File: config.mk
export PLATFORM = sky130hd
export DESIGN_NAME = data_sram_arbiter
export DESIGN_NICKNAME = d
export VERILOG_FILES = /design/src/rtl/data_sram_arbiter.sv
export SDC_FILE = /design/constraint.sdc
export NUM_CORES = 1
export LEC_CHECK = 0
export ABC_AREA = 0
export BUFFER_PORTS_ARGS = -buffer_cell sky130_fd_sc_hd__buf_4
export CAP_MARGIN = 20
export CORE_AREA = 5 5 93 95
export CTS_BUF_LIST = sky130_fd_sc_hd__clkbuf_4 sky130_fd_sc_hd__clkbuf_8 sky130_fd_sc_hd__clkbuf_16
export DETAILED_ROUTE_END_ITERATION = 12
export DIE_AREA = 0 0 98 100
export GPL_TIMING_DRIVEN = 1
export HOLD_SLACK_MARGIN = 0.08
export SETUP_SLACK_MARGIN = 0.05
export SYNTH_ARGS = -nofsm -noshare
export SYNTH_HDL_FRONTEND = slang
export SYNTH_SLANG_ARGS = --single-unit
export TNS_END_PERCENT = 100
File: constraint.sdc
create_clock -name clk -period 2.8 [get_ports clk]
set_input_delay 0.28 -clock clk [delete_from_list [all_inputs] [get_ports clk]]
set_output_delay 0.28 -clock clk [all_outputs]
set_load 0.02 [all_outputs]
File: src/rtl/data_sram_arbiter.sv
// Two-port arbiter for the single-port data SRAM.
// Port 0 has priority; port 1 is forced through after MAX_WAIT denials.
module data_sram_arbiter #(
  parameter int ADDR_WIDTH = 10,
  parameter int DATA_WIDTH = 32,
  parameter int MAX_WAIT   = 4
) (
  input  logic                    clk,
  input  logic                    rst,
  input  logic                    p0_req,
  input  logic                    p0_we,
  input  logic [ADDR_WIDTH-1:0]   p0_addr,
  input  logic [DATA_WIDTH-1:0]   p0_wdata,
  input  logic [DATA_WIDTH/8-1:0] p0_be,
  output logic                    p0_gnt,
  output logic                    p0_rvalid,
  output logic [DATA_WIDTH-1:0]   p0_rdata,
  input  logic                    p1_req,
  input  logic                    p1_we,
  input  logic [ADDR_WIDTH-1:0]   p1_addr,
  input  logic [DATA_WIDTH-1:0]   p1_wdata,
  input  logic [DATA_WIDTH/8-1:0] p1_be,
  output logic                    p1_gnt,
  output logic                    p1_rvalid,
  output logic [DATA_WIDTH-1:0]   p1_rdata,
  output logic                    sram_en,
  output logic                    sram_we,
  output logic [ADDR_WIDTH-1:0]   sram_addr,
  output logic [DATA_WIDTH-1:0]   sram_wdata,
  output logic [DATA_WIDTH/8-1:0] sram_be,
  input  logic [DATA_WIDTH-1:0]   sram_rdata,
  output logic                    p1_starved
);

  localparam int BW = DATA_WIDTH / 8;
  localparam logic [3:0] MAX_W = 4'(MAX_WAIT);

  typedef enum logic {
    PRIO_P0,
    FORCE_P1
  } state_t;

  state_t     state, state_nxt;
  logic [3:0] wait_cnt, wait_nxt;
  logic       pending, owner;

  // Grants are masked during reset so no access slips through
  always_comb begin
    p0_gnt = 1'b0;
    p1_gnt = 1'b0;
    if (!rst) begin
      if (state == PRIO_P0) begin
        p0_gnt = p0_req;
        p1_gnt = p1_req && !p0_req;
      end else begin
        p1_gnt = p1_req;
        p0_gnt = p0_req && !p1_req;
      end
    end
  end

  always_comb begin
    sram_en    = 1'b0;
    sram_we    = 1'b0;
    sram_addr  = '0;
    sram_wdata = '0;
    sram_be    = '0;
    if (p0_gnt) begin
      sram_en    = 1'b1;
      sram_we    = p0_we;
      sram_addr  = p0_addr;
      sram_wdata = p0_wdata;
      sram_be    = p0_we ? p0_be : {BW{1'b1}};
    end else if (p1_gnt) begin
      sram_en    = 1'b1;
      sram_we    = p1_we;
      sram_addr  = p1_addr;
      sram_wdata = p1_wdata;
      sram_be    = p1_we ? p1_be : {BW{1'b1}};
    end
  end

  always_comb begin
    wait_nxt  = wait_cnt;
    state_nxt = state;
    if (!p1_req || p1_gnt) begin
      wait_nxt = 4'd0;
    end else if (wait_cnt < MAX_W) begin
      wait_nxt = wait_cnt + 4'd1;
    end
    unique case (state)
      PRIO_P0: begin
        if (wait_nxt == MAX_W) state_nxt = FORCE_P1;
      end
      FORCE_P1: begin
        if (p1_gnt || !p1_req) state_nxt = PRIO_P0;
      end
      default: state_nxt = PRIO_P0;
    endcase
  end

  always_ff @(posedge clk) begin
    if (rst) begin
      state    <= PRIO_P0;
      wait_cnt <= 4'd0;
      pending  <= 1'b0;
      owner    <= 1'b0;
    end else begin
      state    <= state_nxt;
      wait_cnt <= wait_nxt;
      pending  <= sram_en && !sram_we;
      owner    <= p1_gnt;
    end
  end

  assign p1_starved = (state == FORCE_P1);
  assign p0_rvalid  = pending && !owner;
  assign p1_rvalid  = pending && owner;
  assign p0_rdata   = p0_rvalid ? sram_rdata : '0;
  assign p1_rdata   = p1_rvalid ? sram_rdata : '0;

endmodule

Yosys cells after proc, flatten, opt, wreduce, memory -nomap -nowiden
Index checks and enable logic that the tools add are counted.
Widths: inputs -> output; s select.
{ "op_classes": {"bitwise": 1, "n_mux": 23, "reduce_logical": 10, "n_eq_ne": 1, "n_addsub": 1, "order_cmp": 1} }
{ "op_table": {"columns": ["operator", "count"], "rows": [
  ["$mux 32", 4],
  ["$mux 4", 6],
  ["$mux 10", 2],
  ["$mux 1", 10],
  ["$logic_and 1x1->1", 5],
  ["$add 4x1->4 const B", 1],
  ["$eq 4x3->1 const B", 1],
  ["$logic_not 1->1", 4],
  ["$lt 4x3->1 const B", 1],
  ["$pmux 1 s2", 1],
  ["$logic_or 1x1->1", 1],
  ["$not 1->1", 1]
]} }
{ "word_totals": {"out_inout_bits": 117, "elab_cells": 41, "reg_bits": 7} }

Logic depth before layout (Yosys ltp)
{ "depth": {"ltp_word": 9, "mapped_depth": 6, "mapped_depth_nobuf": 4} }

Worst setup path before layout
No wires, ideal clock.
{ "synth_path": {"kind": "register to output", "startpoint": "register state, in the netlist p1_starved", "endpoint": "output port sram_be[0]", "setup_slack_ns": 0.947, "stages_incl_launch_ff": 5, "arrival_time_ns": 1.573, "path_buffers": 1, "path_cell_list": "dfxtp_1 and2_1 or2_1 buf_6 a311oi_1"} }
{ "synth_via": {"elab_chain_len": 4} }
{ "synth_lines": {"columns": ["item", "line_no", "text"], "rows": [
  ["start: declaration", "43", "state_t state, state_nxt;"],
  ["start signal: assignment", "109", "state <= state_nxt;"],
  ["$mux 1", "52", "if (state == PRIO_P0) begin"],
  ["$mux 1", "51", "if (!rst) begin"],
  ["$mux 4", "74", "end else if (p1_gnt) begin"],
  ["$mux 4 (*)", "68", "if (p0_gnt) begin"],
  ["end: declaration", "30", "output logic [DATA_WIDTH/8-1:0] sram_be,"]
]} }
Mark *: on every way between the ends. The rest lies on a longest branch, timed or not.

Worst setup path after layout
{ "layout_path": {"startpoint": "register state, in the netlist p1_starved", "endpoint": "output port sram_wdata[29]"} }
{ "layout_via": {"elab_chain_len": 4} }
{ "layout_lines": {"columns": ["item", "line_no", "text"], "rows": [
  ["$mux 1", "52", null],
  ["$mux 1", "51", null],
  ["$mux 32", "74", null],
  ["$mux 32 (*)", "68", null],
  ["end: declaration", "29", "output logic [DATA_WIDTH-1:0] sram_wdata,"]
]} }
Marked as above.

==> results by group <==
STA
  – Final Max Slew Viols: 0
  – Worst clock skew: 0.00217 ns
  – Unrepaired setup endpoints after global routing: false
  – Slew HR: 0.679
  – Crit path time final: 2.09 ns
  – Worst-Margin Slew: 0.480 ns
  – Setup_tns: 0 ns
  – Hold slack: 0.280 ns
  – Final period util: 0.745
  – Fmax: 479 MHz
  – Final setup violation count: 0
  – Hold Vio Cnt, Final: 0

Placement
  – Placement-stage cell area: 3210 um2
  – Input/output buffers: 246
  – GP Congestion: 0.818
  – HPWL Detailed: 6.55 mm

Floorplan
  – Die W: 98 um
  – IO Count: 247
  – Core area: 7650 um2
  – Starting Density: 0.172
  – Full die area: 9800 um2
  – Site row count: 32
  – Die height: 100 um

Global route
  – Initial antenna violation count: 0
  – First-pass GRT wire length: 12.0 mm
  – GRT Overall Usage: 0.145
  – Vias in the first global route: 2324
  – GRT overflow: 0
  – Largest net degree at the start of global routing: 46

Route
  – Final wirelength: 7.98 mm
  – First-pass DRT Iterations: 4
  – DRC: 0
  – Routed len/inst: 15.6 um
  – Vias per cell: 4.39
  – Initial DRC count: 37
  – Via count: 2241
  – Post-DRT Antenna Nets: 0

Final layout
  – Layout cells sized above 1: 0.631
  – Synthesis-to-finish area growth: 148%
  – ANT cells: 0
  – Design area: 3260 um2
  – Final nets: 541

Logic synthesis
  – Register area share after synthesis: 0.106
  – Seq cells post-synth: 7
  – Cells after synthesis: 173
  – Syn avg cell area: 7.61 um2
  – Mapped Area: 1320 um2
  – Syn Nets: 304
  – Yosys cell types: 29
  – Yosys warning count: 0

Power and ir drop
  – Power Internal: 0.473 mW
  – Switching power summed over all nets: 0.273 mW
  – Combinational share of power: 0.659
  – Switching part of the total: 0.366
  – Static leakage: 1.88 nW
  – Max IR drop VDD: 228 uV
  – Seq pwr share: 0.139
  – Clock group share of total power: 0.202
  – Power density over cell area: 229 nW/um2

CTS
  – CTS Hold Bufs: 0
  – CTS tree: built
  – Clock root buffer: clkbuf_8
  – Worst skew pair latency: 0.23 ns
  – Clock slew at reported path FFs: 0.04 ns
  – CTS sink cnt: 7
  – Clock buffer depth: 2
  – Resize count post-CTS: 0
  – Post-CTS Setup Bufs: 0
  – Cts bufs inserted: 3
  – H-tree levels: 1

Status
  – Run status: completed

Worst hold path
  – Hold_sp: rst
  – WHS Path Cells: 2
  – Min-delay worst type: primary input to flop

Setup path
  – Crit path required time: 2.52 ns
  – Worst-path fanout max: 45
  – Critical Path Start: p1_starved
  – Crit Reg-Reg Startpoint: p1_starved
  – Startpoint types: flop
  – Crit Path Class: flop to output pin
  – Crit end category: output pin
  – R2R cell count: 4
  – CP arrival: 1.81 ns

Job
  – Maxcap violations: 0
## power by group through the flow
stage                     logic [mW]  registers, mW  clock network [mW]
after detailed placement       0.495          0.106                   0
after floorplan                0.216          0.107                   0
after CTS                      0.496          0.104               0.155
final                          0.491          0.104               0.151
after global routing           0.526          0.104               0.167
after global placement         0.491          0.105                   0
## metal layers
metal | routed length [um] | track usage | vias up
li1 | - | - | 1124
met1 | 2910 | 0.162 | 1005
met2 | 4350 | 0.279 | 106
met3 | 676 | 0.0403 | 6
met4 | 46 | 0.0160 | 0
met5 | 0 | 0 | -
## registers in the layout, indices dropped and copies added (netlist names)
signal,flops
pending,1
wait_cnt,4
owner,1
p1_starved,1
## cells by family after synthesis
family	share of synthesized area
DFF	0.106
AOI/OAI and AO/OA	0.347
buffers and inverters	0.109
and+or+nand+nor	0.421
xor gates and xnor gates	0.00666
adders and majority gates	0.00950
## worst max-delay path, stage by stage, from the launching register on
cell     delay (ns)
dfxtp_1        0.38
and2_1         0.24
or2_1          0.33
inv_8          0.16
a22o_1         0.29
buf_4          0.16
## synth_stat cells
library cell  instances  share of area
xnor2_1               1         0.0067
clkbuf_1              9          0.026
or4b_1                1         0.0076
o21bai_1              1         0.0057
nor3b_1               1         0.0057
buf_6                 5          0.043
nor4b_1               4          0.027
nor2b_1               1         0.0048
inv_1                 6          0.017
nand3b_1              1         0.0057
buf_2                 4          0.015
dfxtp_1               7           0.11
a22o_1               43           0.29
a21oi_1               2         0.0076
o21ai_0               2         0.0076
nor3_1                1         0.0038
and3_1               32           0.15
or2_1                 1         0.0048
and2_1               34           0.16
nor2_1                5          0.014
nor3b_4               1          0.014
ha_1                  1         0.0095
nor2b_2               1         0.0067
nand2b_4              1          0.010
nand2_1               1         0.0028
a221oi_1              1         0.0067
inv_8                 1         0.0086
o31a_1                1         0.0067
a311oi_1              4          0.027
## final timing paths
check,to,slack [ns]
min reg2reg,wait_cnt[3],0.51
max reg2reg,pending,1.29
min,owner,0.28
max,sram_wdata[29],0.71
## final cells by class
cell class,count,area (um2)
fill,794,4390
timing repair buffer,250,1880
multi-input combinational,141,1030
sequential,7,140
tap,102,128
clock buffer,4,48.8
inverter,7,33.8
## per-stage QoR
step,util,setup slack (ns),instances,power (mW)
after CTS,0.426,0.742,511,0.755
after floorplan,-,0.947,173,0.322
after detailed placement,0.420,0.964,507,0.601
final,0.426,0.714,511,0.746
after global placement,0.420,0.964,507,0.597
after global routing,0.426,0.637,511,0.797
## cells in the final DEF, fill, tap and decap left out, types with 2 or more instances in the layout
master and n:
and2_1 34, o21ai_0 2, nor2_1 5, inv_1 6, and3_1 32, a22o_1 43, a311oi_1 4, nor4b_1 4
buf_4 250, clkbuf_8 3, dfxtp_1 7, a21oi_1 2
(Power assumes the default switching activity.)
